### src/rtl/fader_sched_pkg.sv
// Shared types and constants for the fader start scheduler and its result buffer.
package fader_sched_pack;

    typedef enum logic [1:0] {
        ST_IDLE = 2'd0,
        ST_WAIT = 2'd1,
        ST_RUN  = 2'd2
    } state_t;

    localparam int N_CHAN = 32;
    localparam int CHAN_W = 5;
    localparam int TIME_W = 25;
    localparam int IQ_W   = 16;

    typedef struct packed {
        logic [IQ_W-1:0]   imag;
        logic [IQ_W-1:0]   re;
        logic [CHAN_W-1:0] chan;
    } buf_word_t;

    localparam int BUF_W = $bits(buf_word_t);

    // The fader reports channels in descending order: strobe k carries channel n-1-k.
    function automatic logic [CHAN_W-1:0] expected_chan(input int unsigned n, input int unsigned k);
        return CHAN_W'(n - 1 - k);
    endfunction

endpackage

### src/rtl/fader_sched_fifo.sv
// First-word-fall-through synchronous FIFO; read data is valid whenever o_empty is low.
module sync_fifo #(
    parameter int WIDTH = 37,
    parameter int DEPTH = 64
) (
    input  logic                     clk,
    input  logic                     reset_n,
    input  logic                     i_wr_en,
    input  logic [WIDTH-1:0]         i_wr_data,
    input  logic                     i_rd_en,
    output logic [WIDTH-1:0]         o_rd_data,
    output logic                     o_full,
    output logic                     o_empty,
    output logic [$clog2(DEPTH):0]   o_count
);
    localparam int AW = $clog2(DEPTH);

    logic [WIDTH-1:0] r_mem [DEPTH];
    logic [AW-1:0]    r_wr_ptr;
    logic [AW-1:0]    r_rd_ptr;
    logic [AW:0]      r_count;
    logic             w_do_rd;
    logic             w_do_wr;

    // A read in the same cycle frees the slot, so a full FIFO still accepts the write.
    assign w_do_rd = i_rd_en && !o_empty;
    assign w_do_wr = i_wr_en && (!o_full || w_do_rd);

    always_ff @(posedge clk) begin
        if (w_do_wr) begin
            r_mem[r_wr_ptr] <= i_wr_data;
        end
    end

    always_ff @(posedge clk or negedge reset_n) begin
        if (!reset_n) begin
            r_wr_ptr <= '0;
            r_rd_ptr <= '0;
            r_count  <= '0;
        end else begin
            if (w_do_wr) begin
                r_wr_ptr <= r_wr_ptr + AW'(1);
            end
            if (w_do_rd) begin
                r_rd_ptr <= r_rd_ptr + AW'(1);
            end
            if (w_do_wr && !w_do_rd) begin
                r_count <= r_count + (AW + 1)'(1);
            end else if (!w_do_wr && w_do_rd) begin
                r_count <= r_count - (AW + 1)'(1);
            end
        end
    end

    assign o_rd_data = r_mem[r_rd_ptr];
    assign o_full    = (r_count == (AW + 1)'(DEPTH));
    assign o_empty   = (r_count == '0);
    assign o_count   = r_count;

endmodule

### src/rtl/fader_sched.sv
// Issues periodic fader start pulses, checks the returned channel sequence and
// buffers fade results for a downstream valid/ready consumer.
module fader_sched
    import fader_sched_pack::*;
#(
    parameter int N      = N_CHAN,
    parameter int PERIOD = 512,
    parameter int DEPTH  = 64
) (
    input  logic              clk,
    input  logic              reset_n,
    input  logic              enable,
    input  logic              load_t,
    input  logic [24:0]       t_init,
    output logic              f_start,
    output logic [24:0]       f_t_index,
    input  logic              f_dv,
    input  logic [4:0]        f_chan,
    input  logic [15:0]       f_imag,
    input  logic [15:0]       f_real,
    output logic              m_valid,
    input  logic              m_ready,
    output logic [31:0]       m_data,
    output logic [4:0]        m_chan,
    output logic              m_last,
    output logic              frame_done,
    output logic              err_overrun,
    output logic              err_chan,
    output logic              err_drop,
    input  logic              clr_err,
    output logic [1:0]        o_dbg_state
);
    localparam int CNT_W = $clog2(PERIOD);
    localparam int K_W   = (N > 1) ? $clog2(N) : 1;
    localparam int FC_W  = $clog2(DEPTH) + 1;

    state_t            r_state;
    state_t            w_state_nxt;
    logic [CNT_W-1:0]  r_period_cnt;
    logic [K_W-1:0]    r_k;
    logic [TIME_W-1:0] r_t_index;
    logic              r_frame_done;
    logic              r_err_overrun;
    logic              r_err_chan;
    logic              r_err_drop;

    logic              w_start;
    logic              w_strobe_ok;
    logic              w_last_strobe;
    logic              w_free_ok;
    logic              w_rd;
    logic              w_chan_evt;
    logic              w_overrun_evt;
    logic              w_drop_evt;
    logic              w_fifo_full;
    logic              w_fifo_empty;
    logic [FC_W-1:0]   w_fifo_count;
    logic [CHAN_W-1:0] w_exp_chan;
    buf_word_t         w_wr_word;
    buf_word_t         w_rd_word;

    assign w_strobe_ok   = f_dv && (r_state == ST_RUN);
    assign w_exp_chan    = expected_chan(N, 32'(r_k));
    assign w_last_strobe = w_strobe_ok && (r_k == K_W'(N - 1));
    assign w_free_ok     = (w_fifo_count <= FC_W'(DEPTH - N));

    // Output handshake: m_valid is high whenever a result is buffered; a word
    // moves on every rising edge where m_valid and m_ready are both high, and
    // m_data/m_chan/m_last stay unchanged while m_valid is high and m_ready low.
    assign m_valid = !w_fifo_empty;
    assign w_rd    = m_valid && m_ready;

    always_comb begin
        w_state_nxt = r_state;
        w_start     = 1'b0;
        case (r_state)
            ST_IDLE: begin
                if (enable) begin
                    w_state_nxt = ST_WAIT;
                end
            end
            ST_WAIT: begin
                if (!enable) begin
                    w_state_nxt = ST_IDLE;
                end else if ((r_period_cnt == '0) && w_free_ok) begin
                    w_start     = 1'b1;
                    w_state_nxt = ST_RUN;
                end
            end
            ST_RUN: begin
                if (w_last_strobe) begin
                    w_state_nxt = enable ? ST_WAIT : ST_IDLE;
                end
            end
            default: begin
                w_state_nxt = ST_IDLE;
            end
        endcase
    end

    always_ff @(posedge clk or negedge reset_n) begin
        if (!reset_n) begin
            r_state <= ST_IDLE;
        end else begin
            r_state <= w_state_nxt;
        end
    end

    // The counter idles at zero, so leaving IDLE gives an immediate start and
    // a late frame releases the next start as soon as RUN exits.
    always_ff @(posedge clk or negedge reset_n) begin
        if (!reset_n) begin
            r_period_cnt <= '0;
            r_k          <= '0;
            r_t_index    <= '0;
            r_frame_done <= 1'b0;
        end else begin
            if (r_state == ST_IDLE) begin
                r_period_cnt <= '0;
            end else if (w_start) begin
                r_period_cnt <= CNT_W'(PERIOD - 1);
            end else if (r_period_cnt != '0) begin
                r_period_cnt <= r_period_cnt - CNT_W'(1);
            end

            if (w_start || w_last_strobe) begin
                r_k <= '0;
            end else if (w_strobe_ok) begin
                r_k <= r_k + K_W'(1);
            end

            if ((r_state == ST_IDLE) && load_t) begin
                r_t_index <= t_init;
            end else if (w_last_strobe) begin
                r_t_index <= r_t_index + TIME_W'(1);
            end

            r_frame_done <= w_last_strobe;
        end
    end

    assign w_chan_evt    = (f_dv && (r_state != ST_RUN)) ||
                           (w_strobe_ok && (f_chan != w_exp_chan));
    assign w_overrun_evt = (r_state == ST_RUN) && (r_period_cnt == '0);
    assign w_drop_evt    = w_strobe_ok && w_fifo_full && !w_rd;

    // A new event in the same cycle as clr_err wins, so no error is lost.
    always_ff @(posedge clk or negedge reset_n) begin
        if (!reset_n) begin
            r_err_overrun <= 1'b0;
            r_err_chan    <= 1'b0;
            r_err_drop    <= 1'b0;
        end else begin
            r_err_overrun <= (r_err_overrun && !clr_err) || w_overrun_evt;
            r_err_chan    <= (r_err_chan && !clr_err) || w_chan_evt;
            r_err_drop    <= (r_err_drop && !clr_err) || w_drop_evt;
        end
    end

    assign w_wr_word.imag = f_imag;
    assign w_wr_word.re   = f_real;
    assign w_wr_word.chan = f_chan;

    sync_fifo #(
        .WIDTH (BUF_W),
        .DEPTH (DEPTH)
    ) u_fifo (
        .clk       (clk),
        .reset_n   (reset_n),
        .i_wr_en   (w_strobe_ok),
        .i_wr_data (w_wr_word),
        .i_rd_en   (w_rd),
        .o_rd_data (w_rd_word),
        .o_full    (w_fifo_full),
        .o_empty   (w_fifo_empty),
        .o_count   (w_fifo_count)
    );

    assign f_start     = w_start;
    assign f_t_index   = r_t_index;
    assign m_data      = {w_rd_word.imag, w_rd_word.re};
    assign m_chan      = w_rd_word.chan;
    assign m_last      = (w_rd_word.chan == '0);
    assign frame_done  = r_frame_done;
    assign err_overrun = r_err_overrun;
    assign err_chan    = r_err_chan;
    assign err_drop    = r_err_drop;
    assign o_dbg_state = r_state;

endmodule
### config.mk
export PLATFORM = sky130hd
export DESIGN_NAME = fader_sched
export DESIGN_NICKNAME = d
export VERILOG_FILES = /design/src/rtl/fader_sched_pkg.sv /design/src/rtl/fader_sched_fifo.sv /design/src/rtl/fader_sched.sv
export SDC_FILE = /design/constraint.sdc
export NUM_CORES = 2
export LEC_CHECK = 0
export BUFFER_PORTS_ARGS = -buffer_cell sky130_fd_sc_hd__buf_2
export CORE_ASPECT_RATIO = 0.9
export CORE_MARGIN = 3
export CORE_UTILIZATION = 56
export CTS_CLUSTER_SIZE = 30
export DETAILED_ROUTE_END_ITERATION = 8
export PLACE_DENSITY = 0.82
export SLEW_MARGIN = 10
export SYNTH_ARGS = -nofsm -noshare
export SYNTH_HDL_FRONTEND = slang
export SYNTH_SLANG_ARGS = --single-unit
### constraint.sdc
create_clock -name clk -period 3.3 [get_ports clk]
set_input_delay 0.66 -clock clk [delete_from_list [all_inputs] [get_ports clk]]
set_output_delay 0.66 -clock clk [all_outputs]
set_load 0.01 [all_outputs]
# After elaboration in Yosys (flattened, before gate mapping)
# Memory sizes are Yosys's and may differ from the RTL's.
# Cells that the tools add are included.
[totals]
elab_cells = 89
input_bits = 69
ff_bits = 64
out_inout_bits = 71
mem_bits_rw = 2368
mem_count = 1
[mem_list]
columns = ["name", "depth", "width", "read_ports", "rd_ports_with_merged_regs", "wr", "line_no", "text"]
rows = [
  ["u_fifo.r_mem", 64, 37, 1, 0, 1, "fader_sched_fifo.sv:18", "logic [WIDTH-1:0] r_mem [DEPTH];"],
]
[op_classes]
n_eq_ne = 9
n_mux = 20
magnitude_cmp = 1
reduce_logical = 39
n_addsub = 8
[ops]
columns = ["cell", "n"]
rows = [
  ["$mux W25", 2],
  ["$mux W9", 3],
  ["$add A25 B1 Y25 const B", 1],
  ["$logic_and A1 B1 Y1", 17],
  ["$mux W7", 2],
  ["$add A6 B1 Y6 const B", 2],
  ["$mux W5", 2],
  ["$logic_not A9 Y1", 1],
  ["$reduce_bool A9 Y1", 1],
  ["$sub A9 B1 Y9 const B", 1],
  ["$mux W2", 4],
  ["$add A7 B1 Y7 const B", 1],
  ["$eq A7 B7 Y1 const B", 1],
  ["$le A7 B6 Y1 const B", 1],
  ["$logic_not A7 Y1", 1],
  ["$sub A7 B1 Y7 const B", 1],
  ["$logic_not A1 Y1", 6],
  ["$logic_or A1 B1 Y1", 6],
  ["$mux W1", 6],
  ["$ne A2 B2 Y1 const B", 3],
  ["$pmux W2 S3", 1],
  ["$reduce_bool A2 Y1", 3],
  ["$add A5 B1 Y5 const B", 1],
  ["$eq A5 B5 Y1 const B", 1],
  ["other kinds (9)", 9],
]

# Depth between registers and ports, before layout
[depth]
ltp_word = 10
ltp_mapped = 15
depth_no_buf = 15

# Hierarchy
# From an unflattened synthesis, not the netlist that was laid out.
[unflattened]
cells_unflattened = 4362
area_unflattened_um2 = 94131.5
[by_module_without_submodules]
columns = ["module", "seq_area_each_um2", "area_each_um2", "cells_per_inst", "instances"]
rows = [
  ["sync_fifo", 71583.7, 91596.6, 4079, 1],
  ["fader_sched", 1126.1, 2534.9, 283, 1],
]

# Least setup slack after synthesis
# No wires, ideal clock.
[synth_timing]
path_kind = "input-to-reg"
start = "in m_ready"
end = "mem u_fifo.r_mem[63][0] (enable)"
n_path_buf = 1
cell_stages = 7
slack_ps = -499
t_required_ps = 2869
setup_time_ps = 431
t_arrival_ps = 3367
cell_sequence = "nor2b_1 and4b_1 nor2_1 and2_0 clkbuf_1 nand3_1 nor2_1"
[synth_via]
elab_chain_cells = 6
[synth_lines]
columns = ["item", "line_no", "text"]
rows = [
  ["from (decl)", "fader_sched.sv:22", "input logic m_ready,"],
  ["$logic_and A1 B1 Y1", "fader_sched.sv:71", "assign w_rd = m_valid && m_ready;"],
  ["$logic_and A1 B1 Y1", "fader_sched_fifo.sv:26", "assign w_do_rd = i_rd_en && !o_empty;"],
  ["$logic_or A1 B1 Y1", "fader_sched_fifo.sv:27", "assign w_do_wr = i_wr_en && (!o_full || w_do_rd);"],
  ["$logic_and A1 B1 Y1", "fader_sched_fifo.sv:27", ""],
  ["via u_fifo.w_do_wr", "fader_sched_fifo.sv:23", "logic w_do_wr;"],
  ["$mux W1", "fader_sched_fifo.sv:30", "if (w_do_wr) begin"],
  ["$mux W1 (not written as such)", "fader_sched_fifo.sv:31", "r_mem[r_wr_ptr] <= i_wr_data;"],
  ["to (decl)", "fader_sched_fifo.sv:18", ""],
]
# The timed path passes the listed nets, and every way through them passes these cells.

# Worst setup path in the final report
[layout_timing]
start = "reg u_fifo.r_rd_ptr[1]"
end = "out m_last"
[layout_via]
elab_chain_cells = 2
[layout_lines]
columns = ["item", "line_no", "text"]
rows = [
  ["from (decl)", "fader_sched_fifo.sv:20", "logic [AW-1:0] r_rd_ptr;"],
  ["from (signal assigned)", "fader_sched_fifo.sv:45", "r_rd_ptr <= r_rd_ptr + AW'(1);"],
  ["$mem_v2 Z64 W37", "--", ""],
  ["$logic_not A5 Y1", "fader_sched.sv:183", "assign m_last = (w_rd_word.chan == '0);"],
  ["to (decl)", "fader_sched.sv:25", "output logic m_last,"],
]
# No other way between the ends.

==> qor.csv <==
stage,metric,value,unit
global_route,grt_first_pass_wirelength,425100,um
critical_path,crit_type,flip-flop to output port,
global_route,grt_pass1_vias,51853,
synth,synth_nets,3931,
power,power_density,821.8,mW/mm^2
sta,rsz0062_at_grt,true,
sta,maxSlewViolCount,0,
global_route,track_usage,36.64,%
sta,setup_viol,39,
global_route,antenna_found_initial,19,
synth,synth_area_leaders,"edfxtp_1, mux4_2, dfrtp_1, nor2_1, clkbuf_1",
finish,seqCellArea,0.07273,mm^2
synth,syn_area,0.09324,mm^2
synth,async_reset_ff_share,2.632,%
place,place.gp.congestion,0.8322,
synth,synth_edf_count,2368,
power,peakVddDrop,668.2,uV
finish,drive_gt1_share,38.02,%
route,wl,318000,um
hold_path,holdPathEnd,f_t_index[2]$_DFFE_PN0P_,
synth,syn_area_per_cell,24.23,um^2
hold_path,hp-start,t_init[2],
die,core-area,0.1648,mm^2
finish,fillers,9292,
route,drt-wirelength-per-cell,46.16,um
sta,worst-slew-pin-transition,1.269,ns
clock_tree,cts_sinks,2432,
clock_tree,cts-root-buf,clkbuf_16,
sta,worst_slack,-1.371,ns
clock_tree,htreeDepth,4,
run_status,outcome,"finished, violations left",
synth,synth_cell_type_count,62,
critical_path,rrSetupSlack,0.05,ns
hold_path,hp-class,input port to flip-flop,
clock_tree,cts_buffers,219,
clock_tree,cts_buffer_depth,3,
route,drt_iter0_drc,9507,
critical_path,start_kind,flip-flop,
place,io_buffers,139,
finish,multi_input_area,0.02035,mm^2
synth,synth.largest_area_cell,edfxtp_1,
sta,clock_skew,0.09587,ns
critical_path,critical_path_required,2.64,ns
place,detailed_place_hpwl,152300,um
sta,min_period,4.671,ns
clock_tree,cts_tree,yes,
sta,fmax,214.1,MHz
critical_path,worst_path_largest_cell_delay,0.60,ns
clock_tree,clk_pin_slew,0.06,ns
sta,hold_viol,0,
synth,synthMostInstantiatedCell,edfxtp_1,
finish,layout.cells.non_filler,6889,
route,ant_nets,0,
global_route,grt_start_max_net_pins,65,
die,start_util,56.59,%
global_route,overflow,0,
finish,syn_to_final_growth,18.68,%
die,dieArea,0.1714,mm^2
synth,ys_seq_elements,2432,
synth,yosysSeqAreaShare,77.98,%
route,avgViaCountPerCell,7.605,
route,drt_pass1_iterations,9,
synth,synth_commonest_cells,"edfxtp_1, mux4_2, nor2_1, clkbuf_1, dfrtp_1",
synth,synth_top_area_share,76.26,%
die,fp.dieH,393.1,um
critical_path,r2r_start,u_fifo.o_count[6]$_DFFE_PN0P_,
clock_tree,clock_latency,0.94,ns
die,num_rows,141,
run_status,violations,negative setup slack,
critical_path,rr_endpoint,u_fifo.r_mem[5][14]$_DFFE_PP_,
synth,syn-instance-count,3848,
critical_path,slowest_stage,mux2i_1,
sta,slew-limit-headroom,15.42,%
synth,ys_warn_count,0,
critical_path,crit_path_cell_trace,buf_12 > buf_4 > mux2i_1 > o221ai_1 > o311ai_2 > o31ai_4 > buf_6 > nor2_1 > nor4b_2 > buf_2,
route,drc_errors,0,
critical_path,critical_path_arrival,4.01,ns
route,vias,52391,
place,dpl.cell_count,6373,
critical_path,end_kind,output port,
power,p_leak,0.03519,uW
sta,period_share,141.6,%
hold_path,worstHoldPathCells,3,
critical_path,reg2regPathDepth,9,
finish,nNetsFinal,4552,
job,drv_cap,0,
synth,synthFlopType,edfxtp_1,
power,finalPower,90940,uW
critical_path,crit_fanout,18,
die,ioPinCount,140,
die,die_x,436.1,um
[worst max-delay path: cells and delay by family (launching register included)]
family	cells	cell delay [ns]
AO/OA/AOI/OAI	3	0.97
buffers and inverters	4	0.77
flip-flops	1	0.45
multiplexers	1	0.60
AND/OR/NAND/NOR	2	0.33
[routing by layer]
layer	wire length [um]	vias to the layer above	track usage [%]
li1	-	17869	-
met1	92200	26587	43.38
met2	148900	6202	57.23
met3	48640	1715	12.81
met4	28040	18	24.79
met5	240	-	0.05659
[state kept, by name (all words and copies together), names as in the netlist, 2 cells and up]
name / count
u_fifo.r_mem: 2368
f_t_index: 25
r_period_cnt: 9
u_fifo.o_count: 7
u_fifo.r_rd_ptr: 6
u_fifo.r_wr_ptr: 6
r_k: 5
o_dbg_state: 2
[layout make-up]
class                      count  share of cell area (%)
clock buffer                 271                   5.184
inverter                      11                 0.03844
timing repair buffer         598                   6.777
clock inverter               139                   1.347
antenna                       15                 0.03392
multi-input combinational   1207                   18.39
tap                         2216                   2.506
sequential                  2432                   65.72
[timing repair]
| action | CTS | global route |
|---|---|---|
| pin swaps | 5 | 12 |
| cloned | 13 | 8 |
| setup endpoints to repair | 40 | 41 |
| buffers inserted | 30 | 20 |
| hold buffers | 25 | 0 |
| gates resized for setup | 100 | 48 |
| endpoints found under the hold margin | 59 | 0 |
[logic make-up (layout without fill, tap and decap cells)]
logic type,after synthesis,count (layout),synth area share (%)
flip-flops,2432,2432,77.98
XOR/XNOR,51,51,0.4790
buffers and inverters,209,1019,1.036
multiplexers,779,779,18.27
adder cells (fa/ha/maj),14,14,0.1959
AND/OR/NAND/NOR,238,238,1.190
AO/OA/AOI/OAI,125,125,0.8534
other,0,15,0
[report_power, final]
group / switching [uW] / internal (uW) / leakage, uW
clock: 12300 / 14300 / 0.00351
sequential: 465 / 34100 / 0.0221
combinational: 14600 / 15100 / 0.00960
total: 27400 / 63500 / 0.0352
[worst max-delay path by stage]
stage                                   startpoint                            end  slack [ns]  cells after the start
detailed placement  u_fifo.r_rd_ptr[0]$_DFFE_PN0P_                         m_last       -0.41                     10
finish              u_fifo.r_rd_ptr[1]$_DFFE_PN0P_                         m_last       -1.37                     10
global placement    u_fifo.r_rd_ptr[0]$_DFFE_PN0P_                         m_last       -0.28                     11
CTS                 u_fifo.r_rd_ptr[0]$_DFFE_PN0P_                     m_data[31]       -1.20                      8
global route        u_fifo.r_rd_ptr[1]$_DFFE_PN0P_                         m_last       -1.40                     10
floorplan                                  m_ready  u_fifo.r_mem[63][0]$_DFFE_PP_       -0.50                      7
[cell usage in the layout (no fill, tap or decap), types with 7 or more instances in the layout]
cell type / n
inv_6: 7
and3_1: 8
dfrtp_1: 59
clkbuf_16: 228
nand2_1: 61
nand3_1: 19
buf_2: 120
ha_1: 10
o21ai_1: 8
nor2b_1: 7
buf_8: 7
a21oi_2: 7
xor2_1: 27
dlygate4sd3_1: 25
mux2_2: 11
nor2_4: 65
buf_6: 32
buf_4: 189
edfxtp_1: 2368
mux2i_1: 27
mux4_2: 737
clkinv_2: 40
o21ai_0: 31
clkinvlp_4: 8
nor2_1: 24
nor3_1: 8
buf_12: 191
buf_16: 21
clkbuf_1: 47
diode_2: 15
clkinv_1: 43
a21oi_1: 19
xnor2_1: 24
bufinv_16: 24
[stage by stage]
step                TNS (ns)  hold slack, ns  instance area (um^2)  worst slack, ns  util [%]
finish                -43.38         0.04706                110700           -1.371     67.16
global route          -44.69         0.02280                110600           -1.403     67.14
global placement      -6.516          0.4998                101500          -0.2830     61.59
floorplan            -383.87          0.3644                 93300          -0.4985         -
CTS                   -41.42         0.01558                110100           -1.203     66.81
detailed placement    -7.724          0.5141                101500          -0.4088     61.59
Note: power is estimated with default switching activity, not from simulation.
